### src/rtl/arrow_pkg.sv
// Shared constants and types for the arrow scheduler and its helper selector.
// Direction codes are fixed by the sprite instances and the controller decoder.
package arrow_pkg;

  localparam logic [1:0] DIR_DOWN  = 2'b00;
  localparam logic [1:0] DIR_UP    = 2'b01;
  localparam logic [1:0] DIR_LEFT  = 2'b10;
  localparam logic [1:0] DIR_RIGHT = 2'b11;

  typedef enum logic [1:0] {
    FREE   = 2'd0,
    ACTIVE = 2'd1,
    COOL   = 2'd2
  } slot_state_t;

  localparam int DEF_NUM_SLOTS = 4;
  localparam int DEF_LIFETIME  = 188;

  localparam int H_PIXELS = 1280;
  localparam int V_PIXELS = 720;

endpackage

### src/rtl/arrow_slot_pick.sv
// Combinational selector: index of the masked slot with the largest age, ties to
// the lower index. With all ages tied to zero it degenerates to lowest-set-bit.
module arrow_slot_pick #(
  parameter int N     = 4,
  parameter int AGE_W = 8
) (
  input  logic [N-1:0]       i_mask,
  input  logic [N*AGE_W-1:0] i_ages,
  output logic               o_found,
  output logic [2:0]         o_index
);

  logic [AGE_W-1:0] w_best;

  always_comb begin
    o_found = 1'b0;
    o_index = 3'd0;
    w_best  = '0;
    // Strict greater-than keeps the earlier (lower) index on equal ages.
    for (int i = 0; i < N; i++) begin
      if (i_mask[i] && (!o_found || (i_ages[i*AGE_W +: AGE_W] > w_best))) begin
        o_found = 1'b1;
        o_index = 3'(i);
        w_best  = i_ages[i*AGE_W +: AGE_W];
      end
    end
  end

endmodule

### src/rtl/arrow_scheduler.sv
// Arrow sprite pool: allocates slots on spawn, retires them on hit or lifetime
// expiry, counts both outcomes, and composites the per-slot sprite pixels.
module arrow_scheduler
  import arrow_pkg::*;
#(
  parameter int NUM_SLOTS = DEF_NUM_SLOTS,
  parameter int LIFETIME  = DEF_LIFETIME,
  parameter int AGE_W     = 8
) (
  input  logic                   clk,
  input  logic                   rst_n,
  input  logic [10:0]            hcount_in,
  input  logic [9:0]             vcount_in,
  input  logic                   spawn_valid_in,
  output logic                   spawn_ready_out,
  input  logic [1:0]             spawn_direction_in,
  input  logic [2:0]             spawn_speed_in,
  input  logic                   hit_valid_in,
  input  logic [1:0]             hit_direction_in,
  output logic                   hit_ack_out,
  output logic                   hit_matched_out,
  output logic [2:0]             hit_slot_out,
  output logic [NUM_SLOTS-1:0]   slot_valid_out,
  output logic [2*NUM_SLOTS-1:0] slot_direction_out,
  output logic [3*NUM_SLOTS-1:0] slot_speed_out,
  input  logic [12*NUM_SLOTS-1:0] slot_pixel_in,
  input  logic [NUM_SLOTS-1:0]   slot_pixel_valid_in,
  output logic [11:0]            pixel_out,
  output logic                   pixel_valid_out,
  output logic [7:0]             hit_count_out,
  output logic [7:0]             miss_count_out
);

  localparam logic [AGE_W-1:0] LAST_AGE = AGE_W'(LIFETIME - 1);

  slot_state_t      r_state [NUM_SLOTS];
  logic [AGE_W-1:0] r_age   [NUM_SLOTS];
  logic [1:0]       r_dir   [NUM_SLOTS];
  logic [2:0]       r_speed [NUM_SLOTS];
  logic             r_origin_d;
  logic             r_hit_ack, r_hit_matched;
  logic [2:0]       r_hit_slot;
  logic [7:0]       r_hit_count, r_miss_count;
  logic [11:0]      r_pixel;
  logic             r_pixel_valid;

  logic [NUM_SLOTS-1:0]       w_free, w_active, w_hit_mask, w_expire;
  logic [NUM_SLOTS*AGE_W-1:0] w_ages;
  logic                       w_alloc_found, w_hit_found, w_pix_found;
  logic [2:0]                 w_alloc_idx, w_hit_idx, w_pix_idx;
  logic                       w_tick, w_spawn_fire, w_hit_take;
  logic [3:0]                 w_miss_n;
  logic [8:0]                 w_miss_sum;
  logic [11:0]                w_pix_data;

  always_comb begin
    w_free     = '0;
    w_active   = '0;
    w_hit_mask = '0;
    w_ages     = '0;
    for (int i = 0; i < NUM_SLOTS; i++) begin
      w_free[i]                  = (r_state[i] == FREE);
      w_active[i]                = (r_state[i] == ACTIVE);
      w_hit_mask[i]              = (r_state[i] == ACTIVE) && (r_dir[i] == hit_direction_in);
      w_ages[i*AGE_W +: AGE_W]   = r_age[i];
    end
  end

  arrow_slot_pick #(.N(NUM_SLOTS), .AGE_W(AGE_W)) u_alloc_pick (
    .i_mask (w_free),
    .i_ages ('0),
    .o_found(w_alloc_found),
    .o_index(w_alloc_idx)
  );

  arrow_slot_pick #(.N(NUM_SLOTS), .AGE_W(AGE_W)) u_hit_pick (
    .i_mask (w_hit_mask),
    .i_ages (w_ages),
    .o_found(w_hit_found),
    .o_index(w_hit_idx)
  );

  arrow_slot_pick #(.N(NUM_SLOTS), .AGE_W(AGE_W)) u_pix_pick (
    .i_mask (slot_pixel_valid_in & w_active),
    .i_ages ('0),
    .o_found(w_pix_found),
    .o_index(w_pix_idx)
  );

  // Spawn handshake: transfer happens on any edge where valid && ready; the
  // requester holds valid and payload until then. Ready is low during reset.
  assign spawn_ready_out = rst_n & (|w_free);
  assign w_spawn_fire    = spawn_valid_in & spawn_ready_out & w_alloc_found;
  assign w_hit_take      = hit_valid_in & w_hit_found;
  assign w_tick          = (hcount_in == 11'd0) && (vcount_in == 10'd0) && !r_origin_d;

  // A hit on the same slot pre-empts its timeout.
  always_comb begin
    w_expire   = '0;
    w_miss_n   = '0;
    w_pix_data = '0;
    for (int i = 0; i < NUM_SLOTS; i++) begin
      w_expire[i] = w_active[i] && w_tick && (r_age[i] == LAST_AGE) &&
                    !(w_hit_take && (w_hit_idx == 3'(i)));
      w_miss_n    = w_miss_n + {3'b000, w_expire[i]};
      if (w_pix_idx == 3'(i)) w_pix_data = slot_pixel_in[i*12 +: 12];
    end
  end

  assign w_miss_sum = {1'b0, r_miss_count} + {5'b00000, w_miss_n};

  always_ff @(posedge clk or negedge rst_n) begin
    if (!rst_n) begin
      for (int i = 0; i < NUM_SLOTS; i++) begin
        r_state[i] <= FREE;
        r_age[i]   <= '0;
        r_dir[i]   <= 2'd0;
        r_speed[i] <= 3'd0;
      end
    end else begin
      for (int i = 0; i < NUM_SLOTS; i++) begin
        case (r_state[i])
          FREE: begin
            if (w_spawn_fire && (w_alloc_idx == 3'(i))) begin
              r_state[i] <= ACTIVE;
              r_age[i]   <= '0;
              r_dir[i]   <= spawn_direction_in;
              r_speed[i] <= spawn_speed_in;
            end
          end
          ACTIVE: begin
            if ((w_hit_take && (w_hit_idx == 3'(i))) || w_expire[i]) r_state[i] <= COOL;
            else if (w_tick) r_age[i] <= r_age[i] + AGE_W'(1);
          end
          default: r_state[i] <= FREE;
        endcase
      end
    end
  end

  always_ff @(posedge clk or negedge rst_n) begin
    if (!rst_n) begin
      r_origin_d    <= 1'b0;
      r_hit_ack     <= 1'b0;
      r_hit_matched <= 1'b0;
      r_hit_slot    <= 3'd0;
      r_hit_count   <= 8'd0;
      r_miss_count  <= 8'd0;
      r_pixel       <= 12'd0;
      r_pixel_valid <= 1'b0;
    end else begin
      r_origin_d    <= (hcount_in == 11'd0) && (vcount_in == 10'd0);
      r_hit_ack     <= hit_valid_in;
      r_hit_matched <= w_hit_take;
      r_hit_slot    <= w_hit_take ? w_hit_idx : 3'd0;
      if (w_hit_take && (r_hit_count != 8'hFF)) r_hit_count <= r_hit_count + 8'd1;
      r_miss_count  <= w_miss_sum[8] ? 8'hFF : w_miss_sum[7:0];
      r_pixel       <= w_pix_found ? w_pix_data : 12'd0;
      r_pixel_valid <= w_pix_found;
    end
  end

  always_comb begin
    slot_direction_out = '0;
    slot_speed_out     = '0;
    for (int i = 0; i < NUM_SLOTS; i++) begin
      slot_direction_out[2*i +: 2] = r_dir[i];
      slot_speed_out[3*i +: 3]     = r_speed[i];
    end
  end

  assign slot_valid_out  = w_active;
  assign hit_ack_out     = r_hit_ack;
  assign hit_matched_out = r_hit_matched;
  assign hit_slot_out    = r_hit_slot;
  assign hit_count_out   = r_hit_count;
  assign miss_count_out  = r_miss_count;
  assign pixel_out       = r_pixel;
  assign pixel_valid_out = r_pixel_valid;

endmodule

### config.mk
export PLATFORM = sky130hd
export DESIGN_NAME = arrow_scheduler
export DESIGN_NICKNAME = d
export VERILOG_FILES = /design/src/rtl/arrow_pkg.sv /design/src/rtl/arrow_slot_pick.sv /design/src/rtl/arrow_scheduler.sv
export SDC_FILE = /design/constraint.sdc
export NUM_CORES = 1
export LEC_CHECK = 0
export CORE_ASPECT_RATIO = 0.9
export CORE_MARGIN = 2
export CORE_UTILIZATION = 48
export DETAILED_ROUTE_END_ITERATION = 10
export PLACE_DENSITY = 0.82
export REMOVE_ABC_BUFFERS = 1
export SLEW_MARGIN = 20
export SYNTH_ARGS = -nofsm -noshare
export SYNTH_HDL_FRONTEND = slang
export SYNTH_HIERARCHICAL = 1
export SYNTH_SLANG_ARGS = --single-unit
### constraint.sdc
create_clock -name clk -period 8.4 [get_ports clk]
set_input_delay 2.52 -clock clk [delete_from_list [all_inputs] [get_ports clk]]
set_output_delay 2.52 -clock clk [all_outputs]
set_load 0.01 [all_outputs]
# Word level (Yosys, flattened, before mapping)
# Cells that the tools add are included.
[classes]
mux = 59
bitwise_logic = 5
order_cmp = 3
reduce_logical = 83
addsub = 9
eq_ne = 38
[ops]
columns = ["operator", "count"]
rows = [
  ["$mux 8", 16],
  ["$pmux 8 s2", 4],
  ["$mux 12", 5],
  ["$add 8x1->8 const B", 5],
  ["$logic_and 1x1->1", 36],
  ["$eq 8x8->1 const B", 4],
  ["$mux 2", 14],
  ["$gt 8x8->1", 3],
  ["$eq 3x2->1 const B", 6],
  ["$ne 2x1->1 const B", 8],
  ["$ne 2x2->1 const B", 8],
  ["$pmux 2 s2", 4],
  ["$reduce_and 2->1", 8],
  ["$reduce_and 4->1", 4],
  ["$mux 1", 15],
  ["$logic_not 1->1", 14],
  ["$logic_not 11->1", 1],
  ["$logic_not 10->1", 1],
  ["$add 8x4->9", 1],
  ["$eq 3x1->1 const B", 3],
  ["$logic_not 3->1", 3],
  ["$eq 2x1->1 const B", 4],
  ["$eq 2x2->1", 4],
  ["$logic_not 2->1", 4],
  ["10 further kinds", 22],
]
[word_totals]
in_bits = 84
ff_bits = 95
out_inout_bits = 59

# Logic depth before layout (Yosys ltp)
# Gate-level depths: netlist of run 1.
[depth]
ltp_word = 24
mapped_depth = 36
ltp_nobuf = 34

# Hierarchy
# Netlist of run 1, hierarchy kept.
[by_module_without_submodules]
columns = ["mod", "instances", "area_per_inst_um2", "seq_area_each_um2", "cells_each"]
rows = [
  ["arrow_scheduler", 1, 4828.4, 2377.3, 464],
  ["arrow_slot_pick at u_alloc_pick ...", 2, 860.8, 0.0, 106],
  ["arrow_slot_pick at u_pix_pick", 1, 835.8, 0.0, 107],
]

# Worst setup path after synthesis of run 1
# No wires, ideal clock.
[synth_timing]
path_kind = "input to register"
startpoint = "input port hit_direction_in[1]"
endpoint = "register r_miss_count[7] (netlist: miss_count_out[7])"
n_path_buf = 1
stages = 33
required_ns = 8.275
t_arrival_ns = 9.651
path_slack_ns = -1.376
cell_sequence = "xnor2_1 and3_1 buf_2 nand2_1 ha_1 a21oi_2 nand2_1 a2111oi_4 a21oi_2 a22oi_1 ha_1 a21oi_1 nor2_1 a2111oi_4 nand2_1 o21ai_2 mux2_2 ha_1 nor2b_1 o21a_1 o21ai_0 a21oi_1 o41ai_1 a21bo_2 o41ai_1 nand2b_1 fa_1 inv_1 fa_1 fa_1 nand2_1 nand2_1 mux2_2"
[synth_between]
elab_chain_cells = 24
word_cells_on_any_way = 52
[synth_lines]
columns = ["element", "line", "source"]
rows = [
  ["from (decl)", "arrow_scheduler.sv:19", "input logic [1:0] hit_direction_in,"],
  ["$eq 2x2->1 *", "arrow_scheduler.sv:64", "w_hit_mask[i] = (r_state[i] == ACTIVE) && (r_dir[i] == hit_direction_in);"],
  ["$logic_and 1x1->1 *", "arrow_scheduler.sv:64", ""],
  ["named net w_hit_mask[0]", "arrow_scheduler.sv:47", "logic [NUM_SLOTS-1:0] w_free, w_active, w_hit_mask, w_expire;"],
  ["$mux 8 or $mux 1 (tied branches)", "arrow_slot_pick.sv:21", "if (i_mask[i] && (!o_found || (i_ages[i*AGE_W +: AGE_W] > w_best))) begin"],
  ["$gt 8x8->1 or $logic_not 1->1 (tied branches)", "arrow_slot_pick.sv:21", ""],
  ["$logic_or 1x1->1", "arrow_slot_pick.sv:21", ""],
  ["$logic_and 1x1->1", "arrow_slot_pick.sv:21", ""],
  ["$mux 8 or $mux 1 (tied branches)", "arrow_slot_pick.sv:21", ""],
  ["[... 8 more ...]", "--", ""],
  ["named net w_hit_idx[0]", "arrow_scheduler.sv:50", "logic [2:0] w_alloc_idx, w_hit_idx, w_pix_idx;"],
  ["[... 1 more ...]", "--", ""],
  ["$logic_and 1x1->1", "arrow_scheduler.sv:104", "!(w_hit_take && (w_hit_idx == 3'(i)));"],
  ["$logic_not 1->1", "arrow_scheduler.sv:104", ""],
  ["$logic_and 1x1->1", "arrow_scheduler.sv:103", "w_expire[i] = w_active[i] && w_tick && (r_age[i] == LAST_AGE) &&"],
  ["$add 1x1->2", "arrow_scheduler.sv:105", "w_miss_n = w_miss_n + {3'b000, w_expire[i]};"],
  ["$add 2x1->3", "arrow_scheduler.sv:105", ""],
  ["$add 3x1->4 *", "arrow_scheduler.sv:105", ""],
  ["$add 8x4->9 *", "arrow_scheduler.sv:110", "assign w_miss_sum = {1'b0, r_miss_count} + {5'b00000, w_miss_n};"],
  ["$mux 8 *", "arrow_scheduler.sv:157", "r_miss_count <= w_miss_sum[8] ? 8'hFF : w_miss_sum[7:0];"],
  ["to (signal assigned)", "arrow_scheduler.sv:157", ""],
  ["to (decl)", "arrow_scheduler.sv:43", "logic [7:0] r_hit_count, r_miss_count;"],
]
# Mark *: on every way through the listed nets, which the timed path passes. The rest lies on a longest branch.
# A chain may end at the register's enable or synchronous reset.

# Worst setup path after layout of run 1
# Ends and elaborated chain as after synthesis.

==> flow_metrics.tcl, run 1 <==
set metrics [dict create \
    antenna_found_initial 0 \
    cts_root_buf "clkbuf_16" \
    vdd_drop_max_mv 0.1773 \
    synth_seq_cells 95 \
    fp.coreArea_um2 15230 \
    maxCapViolations 0 \
    start_util_pct 48.51 \
    path_buf_inv 3 \
    num_antenna_cells 0 \
    slew_violations 0 \
    clk_pin_slew_ns 0.07 \
    place_inst 1250 \
    final_cell_area_um2 10470 \
    path_delay_family "compound AO/OA/AOI/OAI gates" \
    drtPass1Iterations 8 \
    critPathArrivalTime_ns 9.25 \
    hold_buffers 0 \
    cts_tree "yes" \
    gp_congestion 0.9209 \
    avgSynthCellArea_um2 9.433 \
    yosysSeqAreaShare_pct 32.19 \
    clkPwrFrac_pct 16.4 \
    comb_power_share_pct 58.0 \
    critPathMaxStageDelay_ns 0.39 \
    setup.worst_path.class "in2reg" \
    drive_gt1_share_pct 19.50 \
    htree_levels 3 \
    switchingPower_mw 1.039 \
    fin_util_pct 68.75 \
    placed_area_um2 9617 \
    p_leak_nw 4.659 \
    yosysWarnings 6 \
    nNetsFinal 1237 \
    tightest_slew_ns 0.9855 \
    post-route-period-util_pct 107.1 \
    drt_iter0_drc 570 \
    wl_per_cell_um 17.30 \
    grtUsageMet3_pct 7.324 \
    drc 0 \
    fmax_mhz 111.2 \
    cts-buffers-inserted 9 \
    grt_overflow 0 \
    grt_usage_pct 26.41 \
    finalNonFillerCells 1279 \
    top_usage_layer "met2" \
    ant_nets 0 \
    grt_max_degree 65 \
    start_kind "input pin" \
    grtUsageMet1_pct 31.13 \
    seqPwrFrac_pct 25.6 \
    core.rowCount 43 \
    violations "setup timing" \
    hp-class "reg2reg" \
    crit_path_top_delay_cell "fa_2" \
    synthFlopType "dfrtp_1" \
    pre_cts_ws_ns -2.030 \
    power.internal_mw 1.498 \
    p_sw_share_pct 40.94 \
    area_growth_pct 41.72 \
    ctsLongestPathBuffers 2 \
    viasPerCell 5.641 \
    vias 7215 \
    endpoint_kind "register" \
    io_buffers 142 \
    setup_slack_ns -0.5965 \
    synth_area_um2 7386 \
    hpwl_um 15830 \
    die_h_um 121.7 \
    grt_use_met2_pct 45.78 \
    rsz0062_at_grt "yes" \
    grt_pass1_vias 6890 \
    cts_sinks 95 \
    pin_count 143 \
    grt_pass1_wl_um 34050 \
    worstPathMaxFanout 6 \
    status "finished, violations left" \
    dieArea_um2 16400 \
    mostFrequentLayoutCells "clkdlybuf4s50_1 (139), conb_1 (115), dfrtp_1 (95)" \
    finalSetupViolations 14 \
    period_minus_slack_ns 8.997 \
    final_common_cell "clkdlybuf4s50_1" \
    cp.required_ns 8.65 \
    dieWidth_um 134.8 \
    post_synth_num_cell_types 69 \
    drt-total-wl_um 22130 \
    synth_edf_count 0 \
    clock_latency_ns 0.36 \
    fin_skew_ns 0.01171 \
    postSynthCellCount 783 \
    async_flop_share_pct 100.0 \
    maxSlewHeadroom_pct 34.05 \
    power.density_nw_per_um2 242.4 \
    hold_viol 0 \
]
## worst register-to-register path, delay by kind of cell, from the launching register on
kind                       cells  cell delay [ns]
AOI/OAI and AO/OA             12             2.74
DFF                            1             0.44
muxes                          2             0.58
buffers and inverters          2             0.21
and+or+nand+nor               10             1.47
adders and majority gates      6             1.73
## synth_stat cells, drive strengths merged (6+ instances only)
cell type   n  area [um^2]
dfrtp      95         2377
ha         78        975.9
nand2      67        251.5
mux2       58        660.6
inv        47        176.4
nor2       47        178.9
a21oi      34        192.7
nand3      32        160.2
o21ai      32        171.4
a22oi      21        157.7
a31oi      21        137.6
nand4      20        125.1
nand2b     17        106.4
o21a       16        122.6
nor2b      15        93.84
and3       14        87.58
buf        13        82.57
nor3       13        65.06
o22ai      12        75.07
nor4       11        98.84
and2       10        62.56
clkbuf     10        37.54
xnor2      10        87.58
a41oi       9        78.83
xor2        9        78.83
a2111oi     6        146.4
o31ai       6        45.04
## logic make-up (layout without fill, tap and decap cells)
kind of cell | count (synthesis) | count (layout) | synth area share (%)
mux | 58 | 58 | 8.945
xor+xnor | 19 | 19 | 2.253
simple gates | 261 | 262 | 18.47
buf+inv | 71 | 253 | 4.066
flops | 95 | 95 | 32.19
compound gates | 194 | 194 | 19.85
other cells | 4 | 115 | 0.2032
fa+ha+maj | 81 | 81 | 14.03
## registers in the layout, summed over array words and instances, names as in the netlist
name	cells
miss_count_out	8
hit_slot_out	3
hit_ack_out	1
pixel_valid_out	1
r_origin_d	1
hit_matched_out	1
hit_count_out	8
slot_direction_out	8
pixel_out	12
r_state	8
r_age	32
slot_speed_out	12
## repair_timing
item / in CTS / in global routing
endpoints found under the hold margin: 0 / 0
cloned: 1 / 0
pin swaps: 26 / 27
setup endpoints to repair: 48 / 32
buffers inserted: 5 / 7
resized for setup: 56 / 41
## area by class of cell
class / instances / area, um^2
clock inverter: 7 / 77.57
inverter: 48 / 180.2
tap: 202 / 252.7
timing repair buffer: 189 / 1800
sequential: 95 / 2377
fill: 1115 / 4758
clock buffer: 9 / 225.2
multi-input combinational: 729 / 5554
## per-layer routing
| metal | share of wire (%) | vias to the layer above |
|---|---|---|
| met3 | 9.0 | 80 |
| met4 | 4.1 | 0 |
| li1 | - | 3374 |
| met5 | 0 | - |
| met1 | 39 | 3394 |
| met2 | 48 | 367 |
## path summary, 6_finish.rpt
path,slack (ns),end,from,depth (start not counted)
max in group asynchronous,5.13,pixel_out[8]$_DFF_PN0_,rst_n,2
worst max register to register,1.11,miss_count_out[7]$_DFF_PN0_,r_state[6]$_DFFE_PN0P_,32
worst min register to register,0.49,hit_count_out[5]$_DFFE_PN0P_,hit_count_out[5]$_DFFE_PN0P_,1
worst max-delay path,-0.60,miss_count_out[7]$_DFF_PN0_,hit_direction_in[1],33
min in group asynchronous,2.10,r_origin_d$_DFF_PN0_,rst_n,1
worst min-delay path,0.49,hit_count_out[5]$_DFFE_PN0P_,hit_count_out[5]$_DFFE_PN0P_,1
## per-stage QoR
| step | hold slack, ns | setup TNS [ns] | power (mW) |
|---|---|---|---|
| 2_1_floorplan | 0.4816 | -14.57 | 1.444 |
| 4_1_cts | 0.4953 | -3.353 | 2.410 |
| 3_5_place_dp | 0.4848 | -54.90 | 1.929 |
| 3_3_place_gp | 0.4775 | -41.86 | 1.906 |
| 5_1_grt | 0.5141 | -7.281 | 2.694 |
| 6_report | 0.4921 | -4.693 | 2.537 |
## power by group through the flow
stage | logic [mW] | registers (mW) | clock network [mW]
finish | 1.47 | 0.649 | 0.417
global route | 1.59 | 0.661 | 0.443
global placement | 1.26 | 0.642 | 0
floorplan | 0.771 | 0.673 | 0
detailed placement | 1.28 | 0.647 | 0
CTS | 1.34 | 0.645 | 0.421
(Power assumes the default switching activity.)
==> run 2: changes to the inputs <==
--- a/config.mk
+++ b/config.mk
@@ -6,7 +6,7 @@
 export NUM_CORES = 1
 export LEC_CHECK = 0
 export CORE_ASPECT_RATIO = 0.9
-export CORE_MARGIN = 2
+export CORE_MARGIN = 5
 export CORE_UTILIZATION = 48
 export DETAILED_ROUTE_END_ITERATION = 10
 export PLACE_DENSITY = 0.82
==> run 2 against run 1 <==
Against the previous run:
- the run still ends with setup timing left
- setup slack worse by 0.27 ns
- utilization up 0.13 points
- non-clock buffer count up 3
- maximum frequency down 2.9%
- first-iteration DRC count up 11%
- critical path depth up 1
- power up 1.6%
- final cell count up 0.16%
- clock skew up 0.0089 ns
- register-to-register slack worse by 0.21 ns
- critical endpoint unchanged
- largest cell class unchanged
==> flow_metrics.tcl, run 2 (synthesis results as in run 1) <==
set metrics [dict create \
    period_minus_slack_ns 9.266 \
    hp-class "reg2reg" \
    cts-buffers-inserted 9 \
    viasPerCell 5.599 \
    largest_reg_flops 32 \
    place_inst 1249 \
    post-route-period-util_pct 110.3 \
    final_common_cell "clkdlybuf4s50_1" \
    cp.required_ns 8.65 \
    endpoint_kind "register" \
    start_util_pct 48.34 \
    final_cell_area_um2 10520 \
    hold_viol 0 \
    finalSetupViolations 25 \
    hold_buffers 0 \
    whs_path_depth 1 \
    crit_path_top_delay_cell "fa_2" \
    grt_pass1_wl_um 34440 \
    core.rowCount 43 \
    hpwl_um 16160 \
    drive_gt1_share_pct 20.30 \
    setup.worst_path.class "in2reg" \
    fin_skew_ns 0.02064 \
    area_growth_pct 42.49 \
    gp_congestion 0.9213 \
    grt_usage_pct 23.84 \
    drt_iter0_drc 633 \
    ctsLongestPathBuffers 2 \
    slew_violations 0 \
    grt_max_degree 76 \
    r2r-end "miss_count_out[7]$_DFF_PN0_" \
    pre_cts_ws_ns -1.908 \
    grt_pass1_vias 7077 \
    mostFrequentLayoutCells "clkdlybuf4s50_1 (139), conb_1 (115), dfrtp_1 (95)" \
    clk_pin_slew_ns 0.08 \
    seqPwrFrac_pct 25.2 \
    drtPass1Iterations 5 \
    power.density_nw_per_um2 244.9 \
    comb_power_share_pct 58.0 \
    grt_overflow 0 \
    fmax_mhz 107.9 \
    critPathMaxStageDelay_ns 0.41 \
    fin_util_pct 68.87 \
    pin_count 143 \
    regToRegSetupSlack_ns 0.90 \
    worstPathMaxFanout 6 \
    clkPwrFrac_pct 16.8 \
    wl_per_cell_um 17.56 \
    setup_slack_ns -0.8660 \
    io_buffers 142 \
    maxCapViolations 0 \
    cts_root_buf "clkbuf_16" \
    dieArea_um2 17970 \
    antenna_found_initial 0 \
    drc 0 \
    p_sw_share_pct 41.38 \
    placed_area_um2 9609 \
    vdd_drop_max_mv 0.1483 \
    drt-total-wl_um 22490 \
    violations "setup timing" \
    cts_tree "yes" \
    crit_path_start "hit_direction_in[1]" \
    maxSlewHeadroom_pct 36.19 \
    ant_nets 0 \
    power.internal_mw 1.511 \
    dieWidth_um 140.8 \
    cts_sinks 95 \
    rsz0062_at_grt "yes" \
    num_antenna_cells 0 \
    critPathArrivalTime_ns 9.52 \
    status "finished, violations left" \
    rr_worst_depth 33 \
    htree_levels 3 \
    r2r-start "r_state[6]$_DFFE_PN0P_" \
    nNetsFinal 1239 \
    p_leak_nw 4.654 \
    endpoint "miss_count_out[7]$_DFF_PN0_" \
    finalNonFillerCells 1281 \
    vias 7172 \
    die_h_um 127.7 \
    tightest_slew_ns 0.9571 \
    switchingPower_mw 1.066 \
    start_kind "input pin" \
    regMostFlops "r_age" \
    setup_tns_ns -8.618 \
    fp.coreArea_um2 15280 \
    clock_latency_ns 0.37 \
]
-- run 2: cell types whose count changed in the layout (fill, tap and decap cells not counted), sizes merged --
cell	previous run	this run
buf	50	53
and3	15	14
clkinvlp	0	1
inv	50	49
-- run 2: routing by layer --
layer / share of wire (%) / global-route usage, % / vias up / routed length, um
met5: 0 / 0 / - / 0
met4: 4.7 / 12.25 / 0 / 1055
met3: 8.8 / 6.863 / 95 / 1982
met2: 48 / 40.71 / 352 / 10780
met1: 39 / 27.26 / 3340 / 8670
li1: - / - / 3385 / -
-- run 2: worst min path at each step --
stage               slack, ns                    startpoint                            to
floorplan                0.48        r_state[7]$_DFFE_PN0P_        r_state[6]$_DFFE_PN0P_
global placement         0.48  hit_count_out[5]$_DFFE_PN0P_  hit_count_out[5]$_DFFE_PN0P_
detailed placement       0.49  hit_count_out[5]$_DFFE_PN0P_  hit_count_out[5]$_DFFE_PN0P_
CTS                      0.50  hit_count_out[5]$_DFFE_PN0P_  hit_count_out[5]$_DFFE_PN0P_
global route             0.52  hit_count_out[5]$_DFFE_PN0P_  hit_count_out[5]$_DFFE_PN0P_
finish                   0.49  hit_count_out[5]$_DFFE_PN0P_  hit_count_out[5]$_DFFE_PN0P_
-- run 2: final cells by class --
| type | instances | area, um^2 |
|---|---|---|
| inverters | 48 | 180.2 |
| repair buffers | 192 | 1834 |
| multi-input cells | 728 | 5564 |
| flip-flops and latches | 95 | 2377 |
| clock buffers | 9 | 225.2 |
| clock inverters | 7 | 90.09 |
| fillers | 1128 | 4756 |
| well taps | 202 | 252.7 |
-- run 2: through the flow --
| step | hold slack, ns | total power [mW] |
|---|---|---|
| floorplan | 0.4816 | 1.444 |
| global placement | 0.4788 | 1.918 |
| detailed placement | 0.4876 | 1.944 |
| CTS | 0.4986 | 2.428 |
| global route | 0.5238 | 2.730 |
| finish | 0.4940 | 2.577 |
-- run 2: power groups by stage --
stage          sequential (mW)  combinational [mW]  clock [mW]
2_1_floorplan            0.673               0.771           0
3_3_place_gp             0.647                1.27           0
3_5_place_dp             0.651                1.29           0
4_1_cts                  0.648                1.35       0.432
5_1_grt                  0.663                1.61       0.454
6_report                 0.650                1.49       0.433
-- run 2: critical path: cells and delay by family --
kind                       cells  cell delay, ns
xor gates and xnor gates       1            0.17
buffers and inverters          3            0.27
adders and majority gates      6            1.79
and+or+nand+nor                9            1.13
muxes                          2            0.61
AOI/OAI and AO/OA             13            3.00
-- run 2: timing repair --
item	CTS	global route
pin swaps	31	39
setup buffers	9	9
resized for setup	50	59
endpoints found under the setup margin	47	43
